[src/rtl/game_pkg.sv]
// game_pkg: shared types and constants for the fish game round sequencer.
//   game_state_t - round sequencer states
//   NUM_FISH     - number of fish sprites drawn by the colour mapper
//   score_t      - binary score as presented to the score digit renderer
//   fish_count() - number of set bits in a per-fish mask
package game_pkg;

    localparam int unsigned NUM_FISH = 9;

    typedef enum logic [1:0] {IDLE, PLAY, U1WIN, U2WIN} game_state_t;

    typedef logic [7:0] score_t;

    // Points earned when a user swallows every fish set in the mask.
    function automatic score_t fish_count(input logic [NUM_FISH-1:0] mask);
        score_t n;
        n = '0;
        for (int i = 0; i < NUM_FISH; i++) begin
            n = n + score_t'(mask[i]);
        end
        return n;
    endfunction

endpackage

[src/rtl/fish_respawn_timer.sv]
// fish_respawn_timer: hidden/visible flag for one fish sprite plus the frame
// counter that brings it back after RESPAWN_FRAMES frame ticks.
// Ports:
//   Clk, Reset_n  clock, asynchronous active-low reset
//   clear         force visible and zero the counter (new round)
//   hide          fish was eaten this cycle (only honoured while visible)
//   frame_tick    one-cycle frame pulse, already gated to the PLAY state
//   exist         1 = fish hidden (mapper draws it when 0)
module fish_respawn_timer #(
    parameter int unsigned RESPAWN_FRAMES = 120
) (
    input  logic Clk,
    input  logic Reset_n,
    input  logic clear,
    input  logic hide,
    input  logic frame_tick,
    output logic exist
);

    localparam int unsigned CW = $clog2(RESPAWN_FRAMES + 1);

    logic [CW-1:0] cnt;

    // The fish reappears on the edge that consumes its RESPAWN_FRAMES-th tick.
    always_ff @(posedge Clk or negedge Reset_n) begin
        if (!Reset_n) begin
            exist <= 1'b0;
            cnt   <= '0;
        end else if (clear) begin
            exist <= 1'b0;
            cnt   <= '0;
        end else if (!exist) begin
            if (hide) begin
                exist <= 1'b1;
                cnt   <= '0;
            end
        end else if (frame_tick) begin
            if (cnt == CW'(RESPAWN_FRAMES - 1)) begin
                exist <= 1'b0;
                cnt   <= '0;
            end else begin
                cnt <= cnt + CW'(1);
            end
        end
    end

endmodule

[src/rtl/game_state_controller.sv]
// game_state_controller: round sequencer for the fish game. Owns the game
// state, both scores and the sprite exist flags driven to the colour mapper.
// Optional feature macro: GAME_TIME_LIMIT_EN (round timer, ROUND_FRAMES).
// Ports:
//   Clk, Reset_n            clock, asynchronous active-low reset
//   frame_clk               VGA vsync, rising edge = frame tick
//   start_key               start/continue key level, rising edge = press
//   user1_eat, user2_eat    per-fish overlap with user1/user2
//   user1_shark, user2_shark user overlaps the shark
//   is_start                0 = start screen, 1 = round running or finished
//   is_user1win/is_user2win win screen selects
//   score1, score2          binary scores 0..WIN_SCORE
//   fish_exist              1 = fish hidden
//   user1_exist/user2_exist 1 = user eaten by the shark
module game_state_controller
    import game_pkg::*;
#(
    parameter int unsigned WIN_SCORE      = 9,
    parameter int unsigned RESPAWN_FRAMES = 120
`ifdef GAME_TIME_LIMIT_EN
    ,
    parameter int unsigned ROUND_FRAMES   = 3600
`endif
) (
    input  logic                Clk,
    input  logic                Reset_n,
    input  logic                frame_clk,
    input  logic                start_key,
    input  logic [NUM_FISH-1:0] user1_eat,
    input  logic [NUM_FISH-1:0] user2_eat,
    input  logic                user1_shark,
    input  logic                user2_shark,
    output logic                is_start,
    output logic                is_user1win,
    output logic                is_user2win,
    output score_t              score1,
    output score_t              score2,
    output logic [NUM_FISH-1:0] fish_exist,
    output logic                user1_exist,
    output logic                user2_exist
);

    localparam score_t WIN = score_t'(WIN_SCORE);

`ifdef GAME_TIME_LIMIT_EN
    localparam int unsigned RW = $clog2(ROUND_FRAMES + 1);
    logic [RW-1:0] round_cnt, round_cnt_next;
`endif

    game_state_t         state, state_next;
    score_t              score1_next, score2_next;
    logic                user1_exist_next, user2_exist_next;
    logic                clear_all, win1, win2;
    logic                frame_tick, key_press, play_tick;
    logic [2:0]          frame_sync, key_sync;
    logic [NUM_FISH-1:0] eat1, eat2, hide;

    // Two-flop synchronisers with a third flop for rising-edge detection.
    always_ff @(posedge Clk or negedge Reset_n) begin
        if (!Reset_n) begin
            frame_sync <= '0;
            key_sync   <= '0;
        end else begin
            frame_sync <= {frame_sync[1:0], frame_clk};
            key_sync   <= {key_sync[1:0], start_key};
        end
    end

    assign frame_tick = frame_sync[1] & ~frame_sync[2];
    assign key_press  = key_sync[1] & ~key_sync[2];
    assign play_tick  = frame_tick && (state == PLAY);

    // Only visible fish can be eaten; user1 wins a fish both users touch.
    assign eat1 = user1_eat & ~fish_exist;
    assign eat2 = user2_eat & ~fish_exist & ~user1_eat;

    function automatic score_t sat_add(input score_t s, input score_t n);
        score_t sum;
        sum = s + n;
        return (sum > WIN) ? WIN : sum;
    endfunction

    // Next-state, score and exist-flag resolution.
    always_comb begin
        state_next       = state;
        score1_next      = score1;
        score2_next      = score2;
        user1_exist_next = user1_exist;
        user2_exist_next = user2_exist;
        clear_all        = 1'b0;
        hide             = '0;
        win1             = 1'b0;
        win2             = 1'b0;
`ifdef GAME_TIME_LIMIT_EN
        round_cnt_next   = round_cnt;
`endif
        case (state)
            IDLE: begin
                if (key_press) begin
                    state_next = PLAY;
                    clear_all  = 1'b1;
                end
            end
            PLAY: begin
                hide             = eat1 | eat2;
                score1_next      = sat_add(score1, fish_count(eat1));
                score2_next      = sat_add(score2, fish_count(eat2));
                user1_exist_next = user1_exist | user1_shark;
                user2_exist_next = user2_exist | user2_shark;
                // A shark hit hands the round to the other user; user1 has priority.
                win1 = (score1_next == WIN) | user2_shark;
                win2 = (score2_next == WIN) | user1_shark;
                if (win1) begin
                    state_next = U1WIN;
                end else if (win2) begin
                    state_next = U2WIN;
                end
`ifdef GAME_TIME_LIMIT_EN
                else if (play_tick) begin
                    if (round_cnt == RW'(ROUND_FRAMES - 1)) begin
                        // Time up: a tie returns to the start screen keeping scores.
                        if (score1_next > score2_next) begin
                            state_next = U1WIN;
                        end else if (score2_next > score1_next) begin
                            state_next = U2WIN;
                        end else begin
                            state_next = IDLE;
                        end
                    end else begin
                        round_cnt_next = round_cnt + RW'(1);
                    end
                end
`endif
            end
            U1WIN, U2WIN: begin
                if (key_press) begin
                    state_next = IDLE;
                    clear_all  = 1'b1;
                end
            end
            default: state_next = IDLE;
        endcase

        if (clear_all) begin
            score1_next      = '0;
            score2_next      = '0;
            user1_exist_next = 1'b0;
            user2_exist_next = 1'b0;
`ifdef GAME_TIME_LIMIT_EN
            round_cnt_next   = '0;
`endif
        end
    end

    // State and registered outputs.
    always_ff @(posedge Clk or negedge Reset_n) begin
        if (!Reset_n) begin
            state       <= IDLE;
            score1      <= '0;
            score2      <= '0;
            user1_exist <= 1'b0;
            user2_exist <= 1'b0;
            is_start    <= 1'b0;
            is_user1win <= 1'b0;
            is_user2win <= 1'b0;
`ifdef GAME_TIME_LIMIT_EN
            round_cnt   <= '0;
`endif
        end else begin
            state       <= state_next;
            score1      <= score1_next;
            score2      <= score2_next;
            user1_exist <= user1_exist_next;
            user2_exist <= user2_exist_next;
            is_start    <= (state_next != IDLE);
            is_user1win <= (state_next == U1WIN);
            is_user2win <= (state_next == U2WIN);
`ifdef GAME_TIME_LIMIT_EN
            round_cnt   <= round_cnt_next;
`endif
        end
    end

    // One respawn timer per fish; they only advance while the round is live.
    for (genvar i = 0; i < NUM_FISH; i++) begin : g_fish
        fish_respawn_timer #(
            .RESPAWN_FRAMES(RESPAWN_FRAMES)
        ) u_timer (
            .Clk       (Clk),
            .Reset_n   (Reset_n),
            .clear     (clear_all),
            .hide      (hide[i]),
            .frame_tick(play_tick),
            .exist     (fish_exist[i])
        );
    end

endmodule

[config.mk]
export PLATFORM = sky130hd
export DESIGN_NAME = game_state_controller
export DESIGN_NICKNAME = d
export VERILOG_FILES = /design/src/rtl/game_pkg.sv /design/src/rtl/fish_respawn_timer.sv /design/src/rtl/game_state_controller.sv
export SDC_FILE = /design/constraint.sdc
export NUM_CORES = 1
export LEC_CHECK = 0
export ABC_AREA = 0
export CAP_MARGIN = 20
export CORE_ASPECT_RATIO = 1.1
export CORE_MARGIN = 3
export CORE_UTILIZATION = 60
export CTS_BUF_LIST = sky130_fd_sc_hd__clkbuf_8
export DETAILED_ROUTE_END_ITERATION = 10
export GPL_ROUTABILITY_DRIVEN = 0
export HOLD_SLACK_MARGIN = 0.1
export MAX_ROUTING_LAYER = met4
export PLACE_DENSITY = 0.82
export SLEW_MARGIN = 25
export SYNTH_ARGS = -nofsm -noshare
export SYNTH_HDL_FRONTEND = slang
export SYNTH_SLANG_ARGS = --single-unit
[constraint.sdc]
create_clock -name Clk -period 4.5 [get_ports Clk]
set_input_delay 0.9 -clock Clk [delete_from_list [all_inputs] [get_ports Clk]]
set_output_delay 0.9 -clock Clk [all_outputs]
set_load 0.03 [all_outputs]
==> results.toml <==
[status]
outcome = "completed"

[flow_run]
max_cap_viol_count = 0

[clocking]
cts_max_level = 3
cts_sinks = 101
cts_tree = "yes"
clk_latency_ns = 0.38
path_clk_slew_ns = 0.09
cts_buffers = 9
hold_buffers = 0
clockRootBuffer = "clkbuf_8"
clk_path_buf_depth = 2

[pwr]
power_frac_clock = 0.144
p_per_area_mw_per_mm2 = 650
p_int_mw = 2.56
p_switching_mw = 1.98
p_total_mw = 4.55
seqPwrFrac = 0.296
peakVddDrop_mv = 0.408
p_sw_frac = 0.436
leakagePower_nw = 3.06
pwr-share-comb = 0.560

[worst_setup_path]
crit_arrival_ns = 4.71
end_kind = "flip-flop"
path_class = "in2reg"
rr_endpoint = "score2[0]"
required_ns = 4.76
startpoint = "user1_eat[4]"
reg2reg_from = "g_fish[4].u_timer.exist"
r2r_cells = 14
cp_max_fo = 4
crit_end = "score2[0]"
rrSetupSlack_ns = 0.29
startpoint_type = "input port"

[synthesis]
synth_most_common_cell = "dfrtp_1"
synth_nets = 688
synth_compound_area_frac = 0.194
yosysTopAreaCellShare = 0.428
synth-xor-area-share = 0.00445
synthArstFlopShare = 1.00
syn_area_mm2 = 0.00591
synth-edff-count = 0
synthMuxAreaShare = 0
synth_fa_ha_area_frac = 0.0852
yosys_register_bits = 101
synth_common_cells = "dfrtp_1, o21ai_0, nand2_1, nor2_1, nand3_1"
ys_seq_area_frac = 0.428
synth_top_family_by_area = "simple AND/OR/NAND/NOR gates"
yosys_warnings = 0
netlist_top_cells_area = "dfrtp_1, o21ai_0, ha_1, fa_1, nand2_1"
synthDistinctLibCells = 57
synth-simple-area-share = 0.249
ys.flop_type = "dfrtp_1"
synth.largest_area_cell = "dfrtp_1"
synth_cells = 631
syn_area_per_cell_um2 = 9.36

[detailed_routing]
antenna_left = 0
via_count = 5180
routed_wl_um = 14600
route.detailed.drc = 0
routed_via_density = 6.35
wl_per_cell_um = 17.8
drt_pass1_iterations = 7
drtIter0Drc = 316

[die]
fp-row-count = 37
start_util = 0.622
die_width_um = 101
floorplan.die_area_mm2 = 0.0111
die_h_um = 110
coreArea_mm2 = 0.00949
ios = 54

[timing]
timing.final.crit_share = 0.988
max_freq_mhz = 225
finalHoldViolCount = 0
clock_skew_ns = 0.00972
worst_slack_ns = 0.0544
finalMaxSlewViolations = 0
period_needed_ns = 4.45
finalSetupViolations = 0
tightest_slew_ns = 0.922
holdWs_ns = 0.365
relSlewSlack = 0.385

[finish]
final_util = 0.737
syn_to_final_growth_pct = 18.3
final_nets = 751
drive_gt1_frac = 0.112
antenna_cells = 0

[global_route]
grtUsageTotal = 0.279
antenna_found_initial = 0
grt_overflow = 0
grt_pass1_vias = 5027
grt_pass1_wl_um = 23700
grt_max_degree = 74

[placement]
pre_cts_ws_ns = -0.735
dp_hpwl_um = 9780
port_buffers = 53

[worst_hold_path]
hp-class = "reg2reg"
==> routing by layer <==
metal | GRT usage | up-vias | wire length (um)
met5 | - | - | 0
li1 | - | 2421 | -
met2 | 0.445 | 157 | 7230
met4 | 0.131 | 0 | 485
met3 | 0.0434 | 33 | 654
met1 | 0.350 | 2569 | 6180
==> state kept, by name (all words and copies together), names as in the netlist <==
name / cells
is_start: 1
key_sync: 3
user1_exist: 1
g_fish.u_timer.cnt: 63
is_user1win: 1
is_user2win: 1
frame_sync: 3
score1: 8
score2: 8
g_fish.u_timer.exist: 9
user2_exist: 1
state: 2
==> cells in the final DEF, fill, tap and decap left out, types with 20 or more instances in the layout <==
cell | Yosys | routed
dfrtp_1 | 101 | 101
o21ai_0 | 85 | 84
nand2_1 | 63 | 61
clkdlybuf4s50_1 | 0 | 42
nor2_1 | 34 | 34
nand3_1 | 33 | 33
buf_4 | 10 | 27
nor3b_1 | 27 | 25
nand2b_1 | 25 | 24
o31ai_1 | 23 | 23
inv_1 | 21 | 20
and3_1 | 20 | 20
==> area by class of cell <==
type,count,area (um2)
fill,646,2500
multi-input combinational,481,3280
clock buffer,10,138
timing repair buffer,80,737
tap,117,146
inverter,21,78.8
sequential,101,2530
clock inverter,6,86.3
==> metrics by stage <==
stage	setup TNS, ns	area [um2]	instances
after floorplan	0	5910	631
after global placement	-5.20	6600	796
after detailed placement	-5.92	6600	796
after CTS	0	6930	816
after global routing	-0.0139	6990	816
final	0	6990	816
==> power groups by stage <==
stage	registers, mW	logic (mW)	clock network, mW
after floorplan	1.38	1.51	0
after global placement	1.34	2.22	0
after detailed placement	1.35	2.31	0
after CTS	1.34	2.44	0.663
after global routing	1.38	2.78	0.702
final	1.35	2.54	0.655
==> critical path, cell delays in order <==
cell	delay (ns)
dlygate4sd2_1	0.25
nor3b_1	0.20
buf_4	0.15
fa_1	0.44
fa_1	0.51
fa_1	0.51
ha_2	0.19
inv_2	0.04
fa_2	0.39
nand4b_1	0.22
nor4_2	0.28
a21oi_2	0.12
buf_4	0.17
a221oi_4	0.25
o21ai_1	0.08
==> what timing repair did <==
item                       4_1_cts  5_1_grt
setup endpoints to repair       11       10
gates resized for setup         24       14
pin swaps                       10       14
gates cloned                     0        0
buffers inserted                 4        0
==> worst min-delay path by stage <==
| stage | slack, ns | to | startpoint | cells past startpoint |
|---|---|---|---|---|
| 6_report | 0.37 | frame_sync[1] | frame_sync[0] | 0 |
| 5_1_grt | 0.37 | frame_sync[1] | frame_sync[0] | 0 |
| 4_1_cts | 0.36 | frame_sync[1] | frame_sync[0] | 0 |
| 3_5_place_dp | 0.34 | frame_sync[1] | frame_sync[0] | 0 |
| 3_3_place_gp | 0.34 | frame_sync[1] | frame_sync[0] | 0 |
| 2_1_floorplan | 0.33 | frame_sync[1] | frame_sync[0] | 0 |
==> cells by family after synthesis <==
logic type / after synthesis
AOI/OAI and AO/OA: 176
xor gates and xnor gates: 3
adders and majority gates: 33
buffers and inverters: 49
DFF: 101
and+or+nand+nor: 269
(Power assumes the default switching activity.)
